File: config.mk
export PLATFORM = sky130hd
export DESIGN_NAME = uart_rx_wr
export DESIGN_NICKNAME = d
export VERILOG_FILES = /design/src/rtl/uart_pkg.sv /design/src/rtl/uart_baud_cnt.sv /design/src/rtl/uart_rx_wr.sv
export SDC_FILE = /design/constraint.sdc
export NUM_CORES = 1
export LEC_CHECK = 0
export CELL_PAD_IN_SITES_DETAIL_PLACEMENT = 1
export CELL_PAD_IN_SITES_GLOBAL_PLACEMENT = 1
export CORE_MARGIN = 3
export CORE_UTILIZATION = 30
export CTS_CLUSTER_DIAMETER = 30
export DETAILED_ROUTE_END_ITERATION = 7
export GPL_TIMING_DRIVEN = 1
export PLACE_DENSITY_LB_ADDON = 0.1
export RECOVER_POWER = 50
export SYNTH_ARGS = -nofsm -noshare
export SYNTH_HDL_FRONTEND = slang
export SYNTH_SLANG_ARGS = --single-unit
File: constraint.sdc
create_clock -name clk -period 4.08 [get_ports clk]
set_input_delay 0.408 -clock clk [delete_from_list [all_inputs] [get_ports clk]]
set_output_delay 0.408 -clock clk [all_outputs]
set_load 0.1 [all_outputs]
File: src/rtl/uart_pkg.sv
`default_nettype none
// +----------------------------------------------------------------------+
// | uart_pkg : shared FSM encoding and frame constants for uart_rx_wr    |
// | rev 1.0                                                              |
// +----------------------------------------------------------------------+
package uart_pkg;

  localparam int DEF_DIV   = 208;
  localparam int DATA_BITS = 8;
  localparam int BIT_W     = $clog2(DATA_BITS);

  typedef enum logic [1:0] {
    ST_IDLE  = 2'd0,
    ST_START = 2'd1,
    ST_DATA  = 2'd2,
    ST_STOP  = 2'd3
  } uart_state_e;

endpackage
`default_nettype wire

File: src/rtl/uart_baud_cnt.sv
`default_nettype none
// +----------------------------------------------------------------------+
// | uart_baud_cnt : bit-period counter with mid-bit and end-of-bit flags |
// | rev 1.0                                                              |
// +----------------------------------------------------------------------+
module uart_baud_cnt #(
  parameter int DIV = 208
) (
  input  logic clk,
  input  logic rst,
  input  logic restart,
  output logic mid_pulse,
  output logic end_pulse
);

  localparam int CNT_W = $clog2(DIV);

  logic [CNT_W-1:0] cnt_q, cnt_d;

  assign mid_pulse = (cnt_q == CNT_W'(DIV/2 - 1));
  assign end_pulse = (cnt_q == CNT_W'(DIV - 1));

  always_comb begin
    cnt_d = cnt_q + 1'b1;
    if (restart || end_pulse) begin
      cnt_d = '0;
    end
  end

  always_ff @(posedge clk or posedge rst) begin
    if (rst) begin
      cnt_q <= '0;
    end else begin
      cnt_q <= cnt_d;
    end
  end

endmodule
`default_nettype wire

File: src/rtl/uart_rx_wr.sv
`default_nettype none
// +----------------------------------------------------------------------+
// | uart_rx_wr : 8N1 UART receiver writing good bytes into a ring buffer |
// | rev 1.0                                                              |
// +----------------------------------------------------------------------+
module uart_rx_wr
  import uart_pkg::*;
#(
  parameter int DIV   = DEF_DIV,
  parameter int ADR_W = 3
) (
  input  logic             clk,
  input  logic             rst,
  input  logic             rx,
  input  logic [ADR_W-1:0] rd_ptr,
  input  logic             ovf_clr,
  output logic [ADR_W-1:0] ram_wadr,
  output logic [7:0]       ram_wdata,
  output logic             ram_wen,
  output logic [ADR_W-1:0] wr_ptr,
  output logic             frame_err,
  output logic             ovf
);

  uart_state_e          state_q, state_d;
  logic                 rx_meta_q, rx_meta_d;
  logic                 rxs_q, rxs_d;
  logic [BIT_W-1:0]     bit_q, bit_d;
  logic [DATA_BITS-1:0] sh_q, sh_d;
  logic [7:0]           wdata_q, wdata_d;
  logic                 wen_q, wen_d;
  logic [ADR_W-1:0]     wp_q, wp_d;
  logic                 ferr_q, ferr_d;
  logic                 ovf_q, ovf_d;

  logic                 mid_pulse, end_pulse, restart;
  logic [ADR_W-1:0]     wp_inc;
  logic                 full;

  // Counter reloads whenever the FSM changes state and is parked while idle.
  assign restart = (state_d != state_q) || (state_q == ST_IDLE);

  uart_baud_cnt #(.DIV(DIV)) u_baud (
    .clk       (clk),
    .rst       (rst),
    .restart   (restart),
    .mid_pulse (mid_pulse),
    .end_pulse (end_pulse)
  );

  assign wp_inc = wp_q + 1'b1;
  assign full   = (wp_inc == rd_ptr);

  always_comb begin
    state_d   = state_q;
    rx_meta_d = rx;
    rxs_d     = rx_meta_q;
    bit_d     = bit_q;
    sh_d      = sh_q;
    wdata_d   = wdata_q;
    wen_d     = 1'b0;
    ferr_d    = 1'b0;
    ovf_d     = ovf_q & ~ovf_clr;
    // Pointer advances as the one-cycle strobe drops.
    wp_d      = wen_q ? wp_inc : wp_q;

    case (state_q)
      ST_IDLE: begin
        if (!rxs_q) state_d = ST_START;
      end
      ST_START: begin
        if (mid_pulse) begin
          if (!rxs_q) begin
            state_d = ST_DATA;
            bit_d   = '0;
          end else begin
            state_d = ST_IDLE;
          end
        end
      end
      ST_DATA: begin
        if (end_pulse) begin
          sh_d  = {rxs_q, sh_q[DATA_BITS-1:1]};
          bit_d = bit_q + 1'b1;
          if (bit_q == BIT_W'(DATA_BITS - 1)) state_d = ST_STOP;
        end
      end
      ST_STOP: begin
        if (end_pulse) begin
          state_d = ST_IDLE;
          if (!rxs_q) begin
            ferr_d = 1'b1;
          end else if (full) begin
            ovf_d = 1'b1;
          end else begin
            wen_d   = 1'b1;
            wdata_d = sh_q;
          end
        end
      end
      default: state_d = ST_IDLE;
    endcase
  end

  always_ff @(posedge clk or posedge rst) begin
    if (rst) begin
      state_q   <= ST_IDLE;
      rx_meta_q <= 1'b1;
      rxs_q     <= 1'b1;
      bit_q     <= '0;
      sh_q      <= '0;
      wdata_q   <= '0;
      wen_q     <= 1'b0;
      wp_q      <= '0;
      ferr_q    <= 1'b0;
      ovf_q     <= 1'b0;
    end else begin
      state_q   <= state_d;
      rx_meta_q <= rx_meta_d;
      rxs_q     <= rxs_d;
      bit_q     <= bit_d;
      sh_q      <= sh_d;
      wdata_q   <= wdata_d;
      wen_q     <= wen_d;
      wp_q      <= wp_d;
      ferr_q    <= ferr_d;
      ovf_q     <= ovf_d;
    end
  end

  assign ram_wadr  = wp_q;
  assign ram_wdata = wdata_q;
  assign ram_wen   = wen_q;
  assign wr_ptr    = wp_q;
  assign frame_err = ferr_q;
  assign ovf       = ovf_q;

endmodule
`default_nettype wire

==> flow_summary_export.csv <==
group,metric,value,unit
final_layout,nets,163,
power,p_per_area,335.5,nW/um2
worst_hold_path,hold_start,"rx_meta_q",
critical_path,start_kind,"primary input",
die,coreArea,5172,um2
grt,grt_pass1_vias,1096,
sta,tightest_slew,1985,ps
clock_tree,clkTransAtPathRegs,70,ps
logic_synthesis,synth_top_family_by_area,"multiplexers",
detailed_routing,dr.pass1.iters,4,
power,peakVddDrop,0.0001214,V
critical_path,reg2reg_depth,5,
detailed_routing,highest_layer,"met4",
clock_tree,cts_buffers,5,
critical_path,worstPathMaxFanout,37,
detailed_routing,wl_per_cell,14.02,um
die,dieArea,6351,um2
clock_tree,cts_tree,"yes",
power,power.leakage,0.9354,nW
detailed_routing,drtAntennaViolNets,0,
logic_synthesis,synth_compound_area_share,5.684,%
detailed_routing,route.met3.wl,160,um
critical_path,slowest_stage,"clkbuf_1",
logic_synthesis,syn-num-nets,137,
sta,finalHoldViolations,0,
detailed_routing,route.met2.wl,1498,um
grt,antenna_found_initial,0,
detailed_routing,initialDrtViolationCount,63,
clock_tree,cts.sinks,37,
detailed_routing,drc,0,
grt,grt_max_degree,38,
sta,max_freq,0.4130,GHz
logic_synthesis,synth_xor_area_share,5.914,%
die,io_pins,24,
power,p_sw_share,21.76,%
sta,finClkSkew,4.759,ps
power,switching_power,0.1475,mW
logic_synthesis,seq_area_frac_synth,56.99,%
critical_path,timing.rr.start,"u_baud.cnt_q[0]",
critical_path,crit_chain,"dlygate4sd3_1, inv_1, clkbuf_1",
grt,grt.overflow.total,0,
final_layout,layout-drive-gt1-share,20.92,%
die,die_y,79.69,um
logic_synthesis,synthMuxAreaShare,13.75,%
sta,fin_crit,2421,ps
detailed_routing,routed_wl,3126,um
logic_synthesis,synth-adder-area-share,3.072,%
grt,groute.usage.overall,11.16,%
sta,setup_violations,0,
run_status,violations,"capacitance limit, slew limit",
detailed_routing,num_vias,1022,
placed_design,portBuffers,23,
sta,tns,0,ps
sta,slew_violations,38,
worst_hold_path,holdPathEnd,"rxs_q",
final_layout,area_delta_synth_final,24.04,%
logic_synthesis,ys.warnings.count,0,
placed_design,dp_hpwl,2215,um
sta,max-slew-margin-rel,-32.33,%
final_layout,post-route-util,39.07,%
detailed_routing,viasPerCell,4.583,
clock_tree,clock-root-buffer,"clkbuf_8",
clock_tree,htreeDepth,2,
power,power.share.sequential,54.6,%
critical_path,crit_arrival,2430,ps
critical_path,cp_data_required_time,4090,ps
power,internal_power,0.5304,mW
final_layout,diodes,0,
flow_run,maxCapViolCount,1,
sta,fin_crit_sh,59.34,%
clock_tree,cts_buffer_depth,2,
detailed_routing,wl_met1,1448,um
worst_hold_path,hold_depth,0,
critical_path,ff2ff_setup_slack,2040,ps
power,p_clk_share,41.5,%
logic_synthesis,ys_types,33,
worst_hold_path,hp-class,"reg -> reg",
critical_path,endpoint_kind,"asynchronous set/reset pin",
die,die_w,79.69,um
critical_path,slowest_delay,1410,ps
grt,grt_pass1_wl,5437,um
clock_tree,hold_buffers,0,
clock_tree,cts_setup_buffers,0,
placed_design,place.gp.congestion,0.7571,
die,start_util,31.49,%
logic_synthesis,syn_inst,126,
clock_tree,ctsResizeCount,0,
clock_tree,clk_latency,290,ps
die,num_rows,26,
logic_synthesis,synth.avg_cell_area,12.93,um2
logic_synthesis,netlist_area,1629,um2
logic_synthesis,synthSimpleGateAreaFrac,11.98,%
critical_path,crit_type,"in -> async",
final_layout,nFillCells,554,
run_status,outcome,"finished with violations",
sta,rsz0062_at_grt,"false",
logic_synthesis,ys_ff_latch,37,
critical_path,worstReg2RegEnd,"ram_wdata[3]",
power,combPwrFrac,3.9,%
[per-stage QoR]
step | area, um2 | power [mW] | setup slack (ps) | hold WS (ps) | std cells
2_1_floorplan | 1629 | 0.3943 | 1768 | 345.2 | 126
3_3_place_gp | 1923 | 0.4053 | 2034 | 358.0 | 215
3_5_place_dp | 1923 | 0.4058 | 2003 | 359.2 | 215
4_1_cts | 2024 | 0.6918 | 1731 | 370.5 | 223
5_1_grt | 2021 | 0.7110 | 1170 | 373.9 | 223
6_report | 2021 | 0.6779 | 1659 | 367.7 | 223
[flip-flops by register name, indices dropped and copies added (netlist names)]
register	cells
ovf	1
bit_q	3
ram_wadr	3
state_q	2
ram_wdata	8
rxs_q	1
sh_q	8
ram_wen	1
u_baud.cnt_q	8
rx_meta_q	1
frame_err	1
[layout by cell type, fill, tap and decap left out, types with 2 or more instances in the layout]
| cell | n |
|---|---|
| dlygate4sd3_1 | 2 |
| clkdlybuf4s50_1 | 21 |
| a21oi_1 | 2 |
| nand2_1 | 5 |
| ha_1 | 4 |
| xor2_1 | 5 |
| clkbuf_8 | 7 |
| nor3_1 | 2 |
| mux2_1 | 2 |
| nor2_1 | 14 |
| mux2_2 | 17 |
| nand4_1 | 2 |
| dfrtp_1 | 35 |
| nand3_1 | 4 |
| dfstp_2 | 2 |
| and3b_1 | 2 |
| xnor2_1 | 6 |
| inv_1 | 3 |
| and3_1 | 2 |
[logic make-up (layout without fill, tap and decap cells)]
| family | count (synthesis) | after routing |
|---|---|---|
| flops | 37 | 37 |
| simple gates | 36 | 36 |
| mux | 20 | 20 |
| xor+xnor | 11 | 11 |
| compound gates | 10 | 10 |
| buf+inv | 8 | 35 |
| fa+ha+maj | 4 | 4 |
[final cells by class]
type	count	area [um2]	share of cell area (%)
Clock inverter	1	5.005	0.2477
Timing Repair Buffer	24	234.0	11.58
Tap cell	70	87.58	4.334
Sequential cell	37	928.4	45.94
Clock buffer	7	96.34	4.768
Inverter	3	11.26	0.5573
Multi-Input combinational cell	81	658.1	32.57
[worst max-delay path: cells and delay by family]
family                 cells  cell delay [ps]
buffers and inverters      3             2000
[worst max-delay path by stage]
stage | start | slack [ps] | depth (start not counted) | to
final | rst | 1660 | 3 | u_baud.cnt_q[4]
after global routing | rst | 1170 | 3 | u_baud.cnt_q[3]
after CTS | ram_wadr[0] | 1730 | 1 | ram_wadr[0]
after detailed placement | rd_ptr[2] | 2000 | 5 | ram_wdata[3]
after global placement | rd_ptr[2] | 2030 | 5 | ram_wdata[4]
after floorplan | ram_wadr[0] | 1770 | 5 | ram_wdata[0]
[per-layer routing]
layer | GRT usage [%] | vias up
met4 | 3.608 | 0
met1 | 14.56 | 509
met2 | 16.86 | 22
li1 | - | 489
met3 | 4.402 | 2
met5 | 0 | -
[cell usage after synthesis]
cell type,count,area (um2)
dfrtp_1,35,875.8
xnor2_1,6,52.55
a21oi_1,2,10.01
or4_4,1,11.26
mux2_2,17,191.4
dfstp_2,2,52.55
nand4b_2,1,15.01
and3b_1,2,17.52
o211ai_1,1,7.510
nand4_1,2,12.51
nor2_1,14,52.55
mux2_1,2,22.52
a21oi_4,1,16.27
ha_1,4,50.05
nand2_1,5,18.77
a2bb2oi_1,1,8.760
nor3_1,2,10.01
mux2i_1,1,10.01
o31ai_4,1,21.27
clkbuf_1,1,3.750
o21ai_1,1,5.000
and4bb_1,1,12.51
o41a_2,1,12.51
inv_1,3,11.26
and2_1,1,6.260
buf_4,3,22.52
xor2_1,5,43.79
o22ai_1,1,6.260
nand2b_1,1,6.260
clkbuf_2,1,5.000
nand3_1,4,20.02
and3_1,2,12.51
o21ai_0,1,5.000
[power groups by stage]
stage	clock [mW]	combinational [mW]	sequential [mW]
after floorplan	0	0.0148	0.380
after global placement	0	0.0282	0.377
after detailed placement	0	0.0286	0.377
after CTS	0.293	0.0287	0.370
after global routing	0.311	0.0300	0.370
final	0.281	0.0267	0.370
No activity file was read; power rests on OpenSTA's default activity.
